===== src/rtl/fetch_queue.sv =====
// fetch_queue: first-word-fall-through instruction queue between fetch and decode.
//
// A circular buffer of DEPTH entries, each holding an instruction and its PC. The head
// entry is presented combinationally on the decode side; ValidD is low and NOP_INSTR is
// driven whenever the queue holds nothing.
//
// Optional feature (compile-time macro FETCHQ_BYPASS_EN): when the queue is empty, an
// entry offered by fetch is forwarded to decode in the same cycle. It is consumed
// without being written if decode is not stalled, and written normally otherwise.
//
// Ports:
//   clk       in   single clock, rising-edge
//   reset     in   asynchronous active-high reset
//   ValidF    in   fetch offers an entry this cycle
//   InstrF    in   fetched instruction
//   PCF       in   PC of the fetched instruction
//   ReadyF    out  queue can accept a push (Count < DEPTH)
//   StallD    in   decode cannot consume the head this cycle
//   FlushE    in   redirect: discard every stored entry at the next edge
//   ValidD    out  head entry is valid
//   InstrD    out  head instruction (NOP_INSTR when empty)
//   PCD       out  head PC (0 when empty)
//   PCPlus4D  out  PCD + 4, modulo 2^XLEN
//   Count     out  number of stored entries
module fetch_queue #(
    parameter int unsigned     XLEN      = 32,
    parameter int unsigned     DEPTH     = 4,
    parameter logic [XLEN-1:0] NOP_INSTR = XLEN'(32'h00000013)
) (
    input  logic                       clk,
    input  logic                       reset,
    input  logic                       ValidF,
    input  logic [XLEN-1:0]            InstrF,
    input  logic [XLEN-1:0]            PCF,
    output logic                       ReadyF,
    input  logic                       StallD,
    input  logic                       FlushE,
    output logic                       ValidD,
    output logic [XLEN-1:0]            InstrD,
    output logic [XLEN-1:0]            PCD,
    output logic [XLEN-1:0]            PCPlus4D,
    output logic [$clog2(DEPTH+1)-1:0] Count
);

    localparam int unsigned AW = $clog2(DEPTH);
    localparam int unsigned CW = $clog2(DEPTH + 1);
    localparam logic [CW-1:0] FullCount = CW'(DEPTH);

    logic [XLEN-1:0] instr_mem_q [DEPTH];
    logic [XLEN-1:0] pc_mem_q    [DEPTH];

    logic [AW-1:0] wr_ptr_q, wr_ptr_d;
    logic [AW-1:0] rd_ptr_q, rd_ptr_d;
    logic [CW-1:0] count_q, count_d;

    logic empty;
    logic push;
    logic pop;
    logic bypass_take;

    assign empty  = (count_q == '0);
    assign ReadyF = (count_q < FullCount);
    assign Count  = count_q;

    // Head selection: stored head first, then (optionally) the fetch-side bypass.
    always_comb begin
        ValidD      = 1'b0;
        InstrD      = NOP_INSTR;
        PCD         = '0;
        bypass_take = 1'b0;
        if (!empty) begin
            ValidD = 1'b1;
            InstrD = instr_mem_q[rd_ptr_q];
            PCD    = pc_mem_q[rd_ptr_q];
        end
`ifdef FETCHQ_BYPASS_EN
        // Gated by reset so outputs hold their reset values while reset is high.
        else if (ValidF && !FlushE && !reset) begin
            ValidD      = 1'b1;
            InstrD      = InstrF;
            PCD         = PCF;
            bypass_take = !StallD;
        end
`endif
    end

    assign PCPlus4D = PCD + XLEN'(4);

    // A bypassed entry that decode consumes directly is never written. ReadyF is taken
    // from the registered count, so a full queue refuses a push even when it pops.
    assign push = ValidF && ReadyF && !FlushE && !bypass_take;
    assign pop  = !empty && !StallD && !FlushE;

    always_comb begin
        wr_ptr_d = wr_ptr_q;
        rd_ptr_d = rd_ptr_q;
        count_d  = count_q;
        if (FlushE) begin
            wr_ptr_d = '0;
            rd_ptr_d = '0;
            count_d  = '0;
        end else begin
            // DEPTH is a power of two, so pointer overflow is the modulo wrap.
            if (push) wr_ptr_d = wr_ptr_q + AW'(1);
            if (pop)  rd_ptr_d = rd_ptr_q + AW'(1);
            case ({push, pop})
                2'b10:   count_d = count_q + CW'(1);
                2'b01:   count_d = count_q - CW'(1);
                default: count_d = count_q;
            endcase
        end
    end

    always_ff @(posedge clk or posedge reset) begin
        if (reset) begin
            wr_ptr_q <= '0;
            rd_ptr_q <= '0;
            count_q  <= '0;
        end else begin
            wr_ptr_q <= wr_ptr_d;
            rd_ptr_q <= rd_ptr_d;
            count_q  <= count_d;
        end
    end

    // Storage carries no reset; its contents are unobservable while the count is zero.
    always_ff @(posedge clk) begin
        if (push) begin
            instr_mem_q[wr_ptr_q] <= InstrF;
            pc_mem_q[wr_ptr_q]    <= PCF;
        end
    end

endmodule


===== config.mk =====
export PLATFORM = sky130hd
export DESIGN_NAME = fetch_queue
export DESIGN_NICKNAME = d
export VERILOG_FILES = /design/src/rtl/fetch_queue.sv
export SDC_FILE = /design/constraint.sdc
export NUM_CORES = 1
export LEC_CHECK = 0
export ABC_AREA = 1
export BUFFER_PORTS_ARGS = -buffer_cell sky130_fd_sc_hd__buf_2
export CAP_MARGIN = 20
export CORE_MARGIN = 2
export CORE_UTILIZATION = 50
export CTS_CLUSTER_DIAMETER = 120
export CTS_CLUSTER_SIZE = 20
export DETAILED_ROUTE_END_ITERATION = 16
export MAX_ROUTING_LAYER = met4
export PLACE_DENSITY = 0.71
export SYNTH_ARGS = -nofsm -noshare
export SYNTH_HDL_FRONTEND = slang
export SYNTH_SLANG_ARGS = --single-unit
export TNS_END_PERCENT = 10

===== constraint.sdc =====
create_clock -name clk -period 8.15 [get_ports clk]
set_input_delay 1.2225 -clock clk [delete_from_list [all_inputs] [get_ports clk]]
set_output_delay 1.2225 -clock clk [all_outputs]
set_load 0.02 [all_outputs]

==> Yosys cells after proc, flatten, opt, wreduce, memory -nomap -nowiden <==
Memories as Yosys holds them, arrays and structs flattened.
Cells that the tools add are included.
{ "word_totals": {"ff_bits": 7, "ramBits": 256, "inputBits": 69, "out_inout_bits": 101, "word_cells": 35, "memories": 2} }
{ "op_classes": {"n_addsub": 5, "order_cmp": 1, "eq_ne": 2, "n_mux": 11, "n_reduce_logical": 11} }
{ "memory_table": {"columns": ["name", "depth", "word_bits", "read_ports", "rd_clocked_by_memory_dff", "wr", "line_no", "source"], "rows": [
  ["instr_mem_q", 4, 32, 1, 0, 1, "49", "logic [XLEN-1:0] instr_mem_q [DEPTH];"],
  ["pc_mem_q", 4, 32, 1, 0, 1, "50", "logic [XLEN-1:0] pc_mem_q [DEPTH];"]
]} }
{ "ops": {"columns": ["operator", "n"], "rows": [
  ["32-bit 2-to-1 mux", 2],
  ["32-bit by 3-bit adder with 32-bit output, second input constant", 1],
  ["2-bit 2-to-1 mux", 4],
  ["3-bit one-hot mux with 2 select lines", 1],
  ["2-bit by 1-bit adder with 2-bit output, second input constant", 2],
  ["1-bit logical AND", 4],
  ["2-bit nonzero test", 2],
  ["3-bit by 1-bit adder with 3-bit output, second input constant", 1],
  ["1-bit zero test", 3],
  ["3-bit zero test", 1],
  ["3-bit < comparator, second input constant", 1],
  ["1-bit 2-to-1 mux", 3],
  ["3-bit 2-to-1 mux", 1],
  ["3-bit nonzero test", 1],
  ["3-bit by 1-bit subtractor with 3-bit output, second input constant", 1],
  ["2-bit by 1-bit == test with 1-bit output, second input constant", 1],
  ["2-bit == test, second input constant", 1]
]} }

==> Longest topological paths before layout <==
Gate-level depths: netlist of run 1.
{ "depth": {"word_depth": 7, "ltp_mapped": 14, "depth_no_buf": 13} }

==> Least setup slack after synthesis of run 1 <==
No wires, ideal clock.
{ "synth_path": {"kind": "input to register", "start": "input FlushE", "end": "memory instr_mem_q[0][0], enable pin", "setup_ns": 0.487, "arrival_time_ns": 4.224, "setup_slack_ns": 3.439, "cell_stages": 3, "n_path_buf": 0, "path_cell_list": "inv_1 nand3_1 nor2_1"} }
{ "synth_via": {"elab_chain_len": 4} }
{ "synth_lines": {"columns": ["item", "line_no", "source"], "rows": [
  ["start, declared", "37", "input logic FlushE,"],
  ["1-bit zero test", "91", "assign push = ValidF && ReadyF && !FlushE && !bypass_take;"],
  ["1-bit logical AND", "91", null],
  ["1-bit 2-to-1 mux", "128", "if (push) begin"],
  ["1-bit 2-to-1 mux (implied by the code)", "129", "instr_mem_q[wr_ptr_q] <= InstrF;"],
  ["end, declared", "49", null]
]} }
Every way passes these cells.

==> Worst setup path in the final report of run 1 <==
{ "layout_path": {"start": "register rd_ptr_q[0]", "end": "output PCPlus4D[30]"} }
{ "layout_via": {"elab_chain_len": 3} }
{ "layout_lines": {"columns": ["item", "line_no", "source"], "rows": [
  ["start, declared", "53", "logic [AW-1:0] rd_ptr_q, rd_ptr_d;"],
  ["start signal, assigned", "121", "rd_ptr_q <= rd_ptr_d;"],
  ["memory 4 x 32 bit", null, null],
  ["32-bit 2-to-1 mux", "71", "if (!empty) begin"],
  ["32-bit by 3-bit adder with 32-bit output", "87", "assign PCPlus4D = PCD + XLEN'(4);"],
  ["end, declared", "41", "output logic [XLEN-1:0] PCPlus4D,"]
]} }
Every way passes these cells.

==> results of run 1 <==
-- cells in the mapped netlist (all sizes together) --
library cell    n  area share [%]
edfxtp        256              65
nand2         288             9.3
a21oi          37             1.6
ha              5            0.53
or2             1           0.053
clkbuf          9            0.29
nand4           7            0.37
xnor2           1           0.074
dfrtp           7             1.5
nand3b          1           0.064
inv            63             2.0
nor2          230             8.4
o22ai           1           0.053
o21ai          74             3.1
o311ai          3            0.22
nand3          81             3.6
fa              1            0.17
buf            44             2.3
xor2           15             1.1
-- power by group --
part           switching (mW)  internal [mW]
Sequential             0.0499           1.57
Combinational            1.16          0.423
Clock                   0.421          0.393
-- critical path, cell delays in order, from the launching register on --
cell	delay (ns)
dfrtp_4	0.87
clkinv_2	0.85
buf_4	0.62
nand2_1	0.13
nand3_1	0.07
nand2_1	0.22
nand3_1	0.15
nor2_1	0.14
nand2_1	0.05
nor2_1	0.12
nand2_1	0.06
nand2_1	0.06
nand2_1	0.05
buf_2	0.15
-- metal layers --
layer / vias up / share of wire (%) / track usage (%)
li1: 4060 / - / -
met1: 3899 / 42 / 28.4
met2: 307 / 48 / 37.7
met3: 36 / 8.2 / 5.15
met4: 0 / 1.8 / 5.15
met5: - / 0 / -
-- cells in the final DEF (no fill, tap or decap), drive strengths merged --
cell | Yosys | layout
clkinv | 0 | 1
nand2 | 288 | 288
nand3b | 1 | 1
o22ai | 1 | 1
clkbuf | 9 | 23
xnor2 | 1 | 1
o21ai | 74 | 74
dfrtp | 7 | 7
o311ai | 3 | 3
nor2 | 230 | 230
nand4 | 7 | 7
fa | 1 | 1
a21oi | 37 | 37
nand3 | 81 | 81
edfxtp | 256 | 256
or2 | 1 | 1
ha | 5 | 5
diode | 0 | 7
inv | 63 | 64
xor2 | 15 | 15
buf | 44 | 178
-- sequential cells by signal, summed over array words and instances, names as in the netlist --
| register | cells |
|---|---|
| wr_ptr_q | 2 |
| instr_mem_q | 128 |
| rd_ptr_q | 2 |
| pc_mem_q | 128 |
| Count | 3 |
-- cell families (layout without fill, tap and decap cells) --
family	Yosys count	in the layout	synth area share, %
AO/OA/AOI/OAI	115	115	4.99
XOR/XNOR	16	16	1.19
adder cells (fa/ha/maj)	6	6	0.701
buffers and inverters	116	266	4.61
flip-flops	263	263	66.8
other	0	7	0
AND/OR/NAND/NOR	608	608	21.8
-- worst max path at each step --
stage          slack (ns)                 to  cells after the start
6_report             2.83       PCPlus4D[30]                     13
5_1_grt              2.42       PCPlus4D[28]                     13
4_1_cts              2.80       PCPlus4D[30]                     13
3_5_place_dp         3.38       PCPlus4D[30]                     13
3_3_place_gp         3.44       PCPlus4D[16]                     13
2_1_floorplan        3.44  instr_mem_q[0][0]                      3
-- per-stage QoR --
stage | setup slack, ns | instances | instance area (sq um) | util (%)
6_report | 2.83 | 1600 | 13300 | 57.1
5_1_grt | 2.42 | 1600 | 13300 | 57.1
4_1_cts | 2.80 | 1593 | 13300 | 57.0
3_5_place_dp | 3.38 | 1568 | 12800 | 55.0
3_3_place_gp | 3.44 | 1568 | 12800 | 55.0
2_1_floorplan | 3.44 | 1124 | 11800 | -
-- final cells by class --
type                            instances  area [sq um]  area share [%]
Antenna cell                            7          17.5           0.132
Clock buffer                           23           448            3.36
Clock inverter                          2          28.8           0.216
Inverter                               63           240            1.80
Multi-Input combinational cell        745          3400            25.6
Sequential cell                       263          7870            59.1
Tap cell                              319           399            3.00
Timing Repair Buffer                  178           913            6.86
==> impl_metrics.env, run 1 <==
export IMPL_cap_violations=0
export IMPL_whs_ns=0.577
export IMPL_fin_skew_ns=0.0146
export IMPL_drc_errors=0
export IMPL_rr_endpoint="Count[1]"
export IMPL_netlist_area_sq_um=11800
export IMPL_reg2regPathDepth=10
export IMPL_max_freq_mhz=188
export IMPL_rsz0062_at_grt="no"
export IMPL_yosysWarnings=0
export IMPL_cts_tree="yes"
export IMPL_critPathMaxFanout=74
export IMPL_finalMaxSlewViolations=0
export IMPL_setup_viol=0
export IMPL_min_to="Count[1]"
export IMPL_power_density_nw_per_um2=301
export IMPL_hold_class="reg -> reg"
export IMPL_post_drt_wl_per_cell_microns=17.2
export IMPL_portBuffers=169
export IMPL_cts_sinks=263
export IMPL_tns_ns=0
export IMPL_post_cts_buffers=0
export IMPL_vias=8302
export IMPL_postCtsHoldBufs=0
export IMPL_cts_root_buf="clkbuf_16"
export IMPL_dp_hpwl_mm=17.1
export IMPL_holdCritStartpoint="Count[1]"
export IMPL_worstSetupPathType="reg -> out"
export IMPL_drtIter0Drc=599
export IMPL_status="completed"
export IMPL_grt_pass1_wl_mm=41.5
export IMPL_die_x_microns=157
export IMPL_nNetsFinal=1343
export IMPL_fill_cells=2034
export IMPL_cp_arrival_ns=4.10
export IMPL_core_sq_um=23300
export IMPL_initial_utilization_pct=50.5
export IMPL_syn_inst=1124
export IMPL_worst_slew_pin_slew_ns=1.02
export IMPL_reg2reg_from="Count[0]"
export IMPL_layout_drive_gt1_share_pct=19.8
export IMPL_clock_latency_ns=0.49
export IMPL_seq_area_frac_synth_pct=66.8
export IMPL_track_usage_pct=22.6
export IMPL_cts_resized=0
export IMPL_syn_nets=1199
export IMPL_max_slew_margin_pct=32.3
export IMPL_dr_pass1_iters=5
export IMPL_routed_wl_mm=27.4
export IMPL_p_leak_nw=5.24
export IMPL_gp_congestion=0.926
export IMPL_dieArea_sq_um=24800
export IMPL_synth_seq_cells=263
export IMPL_fin_crit_ns=5.32
export IMPL_reg2reg_slack_ns=5.28
export IMPL_overflow=0
export IMPL_crit_start="rd_ptr_q[0]"
export IMPL_clkTransAtPathRegs_ns=0.08
export IMPL_fp_dieH_microns=157
export IMPL_start_kind="flop"
export IMPL_antenna_found_initial=7
export IMPL_grt_max_degree=75
export IMPL_io_pins=170
export IMPL_syn_to_final_growth_pct=13.1
export IMPL_vias_per_cell=5.19
export IMPL_synth_cell_type_count=30
export IMPL_cts_buffers=17
export IMPL_report_final_hold_viol_count=0
export IMPL_endpoint_kind="primary output"
export IMPL_cts_buffer_depth=3
export IMPL_hold_path_cell_count=2
export IMPL_required_ns=6.93
export IMPL_syn_area_per_cell_sq_um=10.5
export IMPL_grt_pass1_vias=7801
export IMPL_p_total_mw=4.01
export IMPL_fp_row_count=56
export IMPL_htreeDepth=1
export IMPL_fin_crit_sh_pct=65.3
export IMPL_postRouteAntennaNets=0
export IMPL_vdd_ir_drop_worst_mv=0.214
No activity file was read; power rests on OpenSTA's default activity.
==> inputs of run 2 (changes only) <==
==> constraint.sdc (replaced) <==
create_clock -name clk -period 5.1 [get_ports clk]
set_input_delay 0.765 -clock clk [delete_from_list [all_inputs] [get_ports clk]]
set_output_delay 0.765 -clock clk [all_outputs]
set_load 0.02 [all_outputs]
==> run 2 against run 1 <==
First-iteration DRC count unchanged; hold slack worse by 0.39 ns; sequential cell count did not move; worst setup slack worse by 2.3 ns; clock power increased by 58%; wire length grew 0.42%; final area grew 0.34%; cell count is 0.19% higher; clock-buffer cell count stayed put; via count about the same; clock skew shrank 0.0053 ns.
==> impl_metrics.env, run 2 (same netlist as run 1, synthesis figures left out) <==
export IMPL_p_sw_mw=2.60
export IMPL_cp_num_cells=13
export IMPL_gp_congestion=0.917
export IMPL_cts_tree="yes"
export IMPL_rr_endpoint="Count[2]"
export IMPL_clock_latency_ns=0.48
export IMPL_antenna_found_initial=4
export IMPL_pwr_share_clk_pct=20.1
export IMPL_endpoint_kind="primary output"
export IMPL_cell_internal_pwr_mw=3.82
export IMPL_status="completed"
export IMPL_fin_crit_ns=4.53
export IMPL_io_pins=170
export IMPL_critPathBufInv=3
export IMPL_fp_dieH_microns=157
export IMPL_portBuffers=169
export IMPL_fin_cells=1603
export IMPL_drc_errors=0
export IMPL_reg2reg_from="Count[1]"
export IMPL_report_final_hold_viol_count=0
export IMPL_start_kind="flop"
export IMPL_dieArea_sq_um=24800
export IMPL_p_total_mw=6.42
export IMPL_worst_slack_ns=0.572
export IMPL_cp_slowest_cell="dfrtp_4"
export IMPL_dr_pass1_iters=5
export IMPL_required_ns=4.34
export IMPL_max_slew_margin_pct=33.0
export IMPL_setup_viol=0
export IMPL_combinationalPowerShare_pct=39.6
export IMPL_track_usage_pct=22.7
export IMPL_cap_violations=0
export IMPL_vias=8301
export IMPL_postRouteAntennaNets=0
export IMPL_crit_family="buffers and inverters"
export IMPL_clkTransAtPathRegs_ns=0.08
export IMPL_power_density_nw_per_um2=481
export IMPL_grt_max_degree=73
export IMPL_tns_ns=0
export IMPL_worstSetupPathType="reg -> out"
export IMPL_post_cts_buffers=0
export IMPL_post_drt_wl_per_cell_microns=17.2
export IMPL_grt_pass1_wl_mm=41.8
export IMPL_mostFrequentLayoutCells="283 x nand2_1, 256 x edfxtp_1, 194 x nor2_1"
export IMPL_vdd_ir_drop_worst_mv=0.308
export IMPL_max_freq_mhz=221
export IMPL_cts_sinks=263
export IMPL_core_sq_um=23300
export IMPL_critPathMaxFanout=63
export IMPL_critPathMaxStageDelay_ns=0.86
export IMPL_cts_resized=0
export IMPL_crit_chain="clkinv_2, buf_4, nand2_1, nand3_1, a21oi_1, ha_1, nand2_1, nor2_4, nand2_1, nor2_2, nand2_1, xor2_1, buf_2"
export IMPL_fp_row_count=56
export IMPL_reg2reg_slack_ns=2.14
export IMPL_fin_skew_ns=0.00929
export IMPL_reg2regPathDepth=10
export IMPL_path_common_cell="nand2_1"
export IMPL_cts_root_buf="clkbuf_16"
export IMPL_syn_to_final_growth_pct=13.4
export IMPL_cp_arrival_ns=3.76
export IMPL_layout_drive_gt1_share_pct=20.1
export IMPL_cts_buffer_depth=3
export IMPL_drtIter0Drc=599
export IMPL_worst_slew_pin_slew_ns=1.00
export IMPL_dp_hpwl_mm=17.9
export IMPL_htreeDepth=1
export IMPL_layout_commonest_cell="nand2_1"
export IMPL_grt_pass1_vias=7825
export IMPL_finalMaxSlewViolations=0
export IMPL_nNetsFinal=1348
export IMPL_hold_class="in -> async"
export IMPL_pre_cts_slack_ns=1.12
export IMPL_sw_frac_of_total_pct=40.5
export IMPL_overflow=0
export IMPL_sequentialPowerShare_pct=40.2
export IMPL_cts_buffers=17
export IMPL_vias_per_cell=5.18
export IMPL_p_leak_nw=5.26
export IMPL_fin_crit_sh_pct=88.8
export IMPL_postCtsHoldBufs=0
export IMPL_rsz0062_at_grt="no"
export IMPL_initial_utilization_pct=50.5
export IMPL_die_x_microns=157
export IMPL_placed_cells=1573
export IMPL_routed_wl_mm=27.6
[run 2: cell count changes in the layout (fill, tap and decap cells not counted)]
cell     change
buf_12       +1
buf_4        +4
diode_2      -2
[run 2: cell type report]
type | instances | area [sq um]
sequential | 263 | 7870
clock inverter | 2 | 28.8
multi-input combinational | 745 | 3400
antenna | 5 | 12.5
tap | 319 | 399
clock buffer | 23 | 448
fill | 2020 | 9970
inverter | 63 | 240
timing repair buffer | 183 | 963
[run 2: metrics by stage]
stage | area, sq um | hold slack (ns) | utilization (%)
finish | 13400 | 0.188 | 57.3
global route | 13400 | 0.192 | 57.3
CTS | 13400 | 0.180 | 57.2
detailed placement | 12900 | 0.563 | 55.2
global placement | 12900 | 0.545 | 55.2
floorplan | 11800 | 0.515 | -
[run 2: worst max path at each step]
stage	start	to
6_report	rd_ptr_q[0]	PCPlus4D[20]
5_1_grt	rd_ptr_q[0]	PCPlus4D[20]
4_1_cts	rd_ptr_q[0]	PCPlus4D[20]
3_5_place_dp	rd_ptr_q[0]	PCPlus4D[20]
3_3_place_gp	rd_ptr_q[0]	PCPlus4D[20]
2_1_floorplan	FlushE	instr_mem_q[0][0]
[run 2: power by group through the flow]
| stage | Clock, mW | Sequential [mW] | Combinational [mW] |
|---|---|---|---|
| 6_report | 1.29 | 2.58 | 2.54 |
| 5_1_grt | 1.39 | 2.60 | 2.77 |
| 4_1_cts | 1.32 | 2.59 | 2.55 |
| 3_5_place_dp | 0 | 2.63 | 2.54 |
| 3_3_place_gp | 0 | 2.63 | 2.52 |
| 2_1_floorplan | 0 | 2.60 | 1.75 |
[run 2: layer usage]
metal | share of wire [%] | wire, microns | global-route usage (%)
met1 | 42 | 11400 | 28.9
met2 | 49 | 13600 | 38.6
met3 | 7.8 | 2160 | 3.94
met4 | 1.5 | 403 | 4.42
met5 | 0 | 0 | -
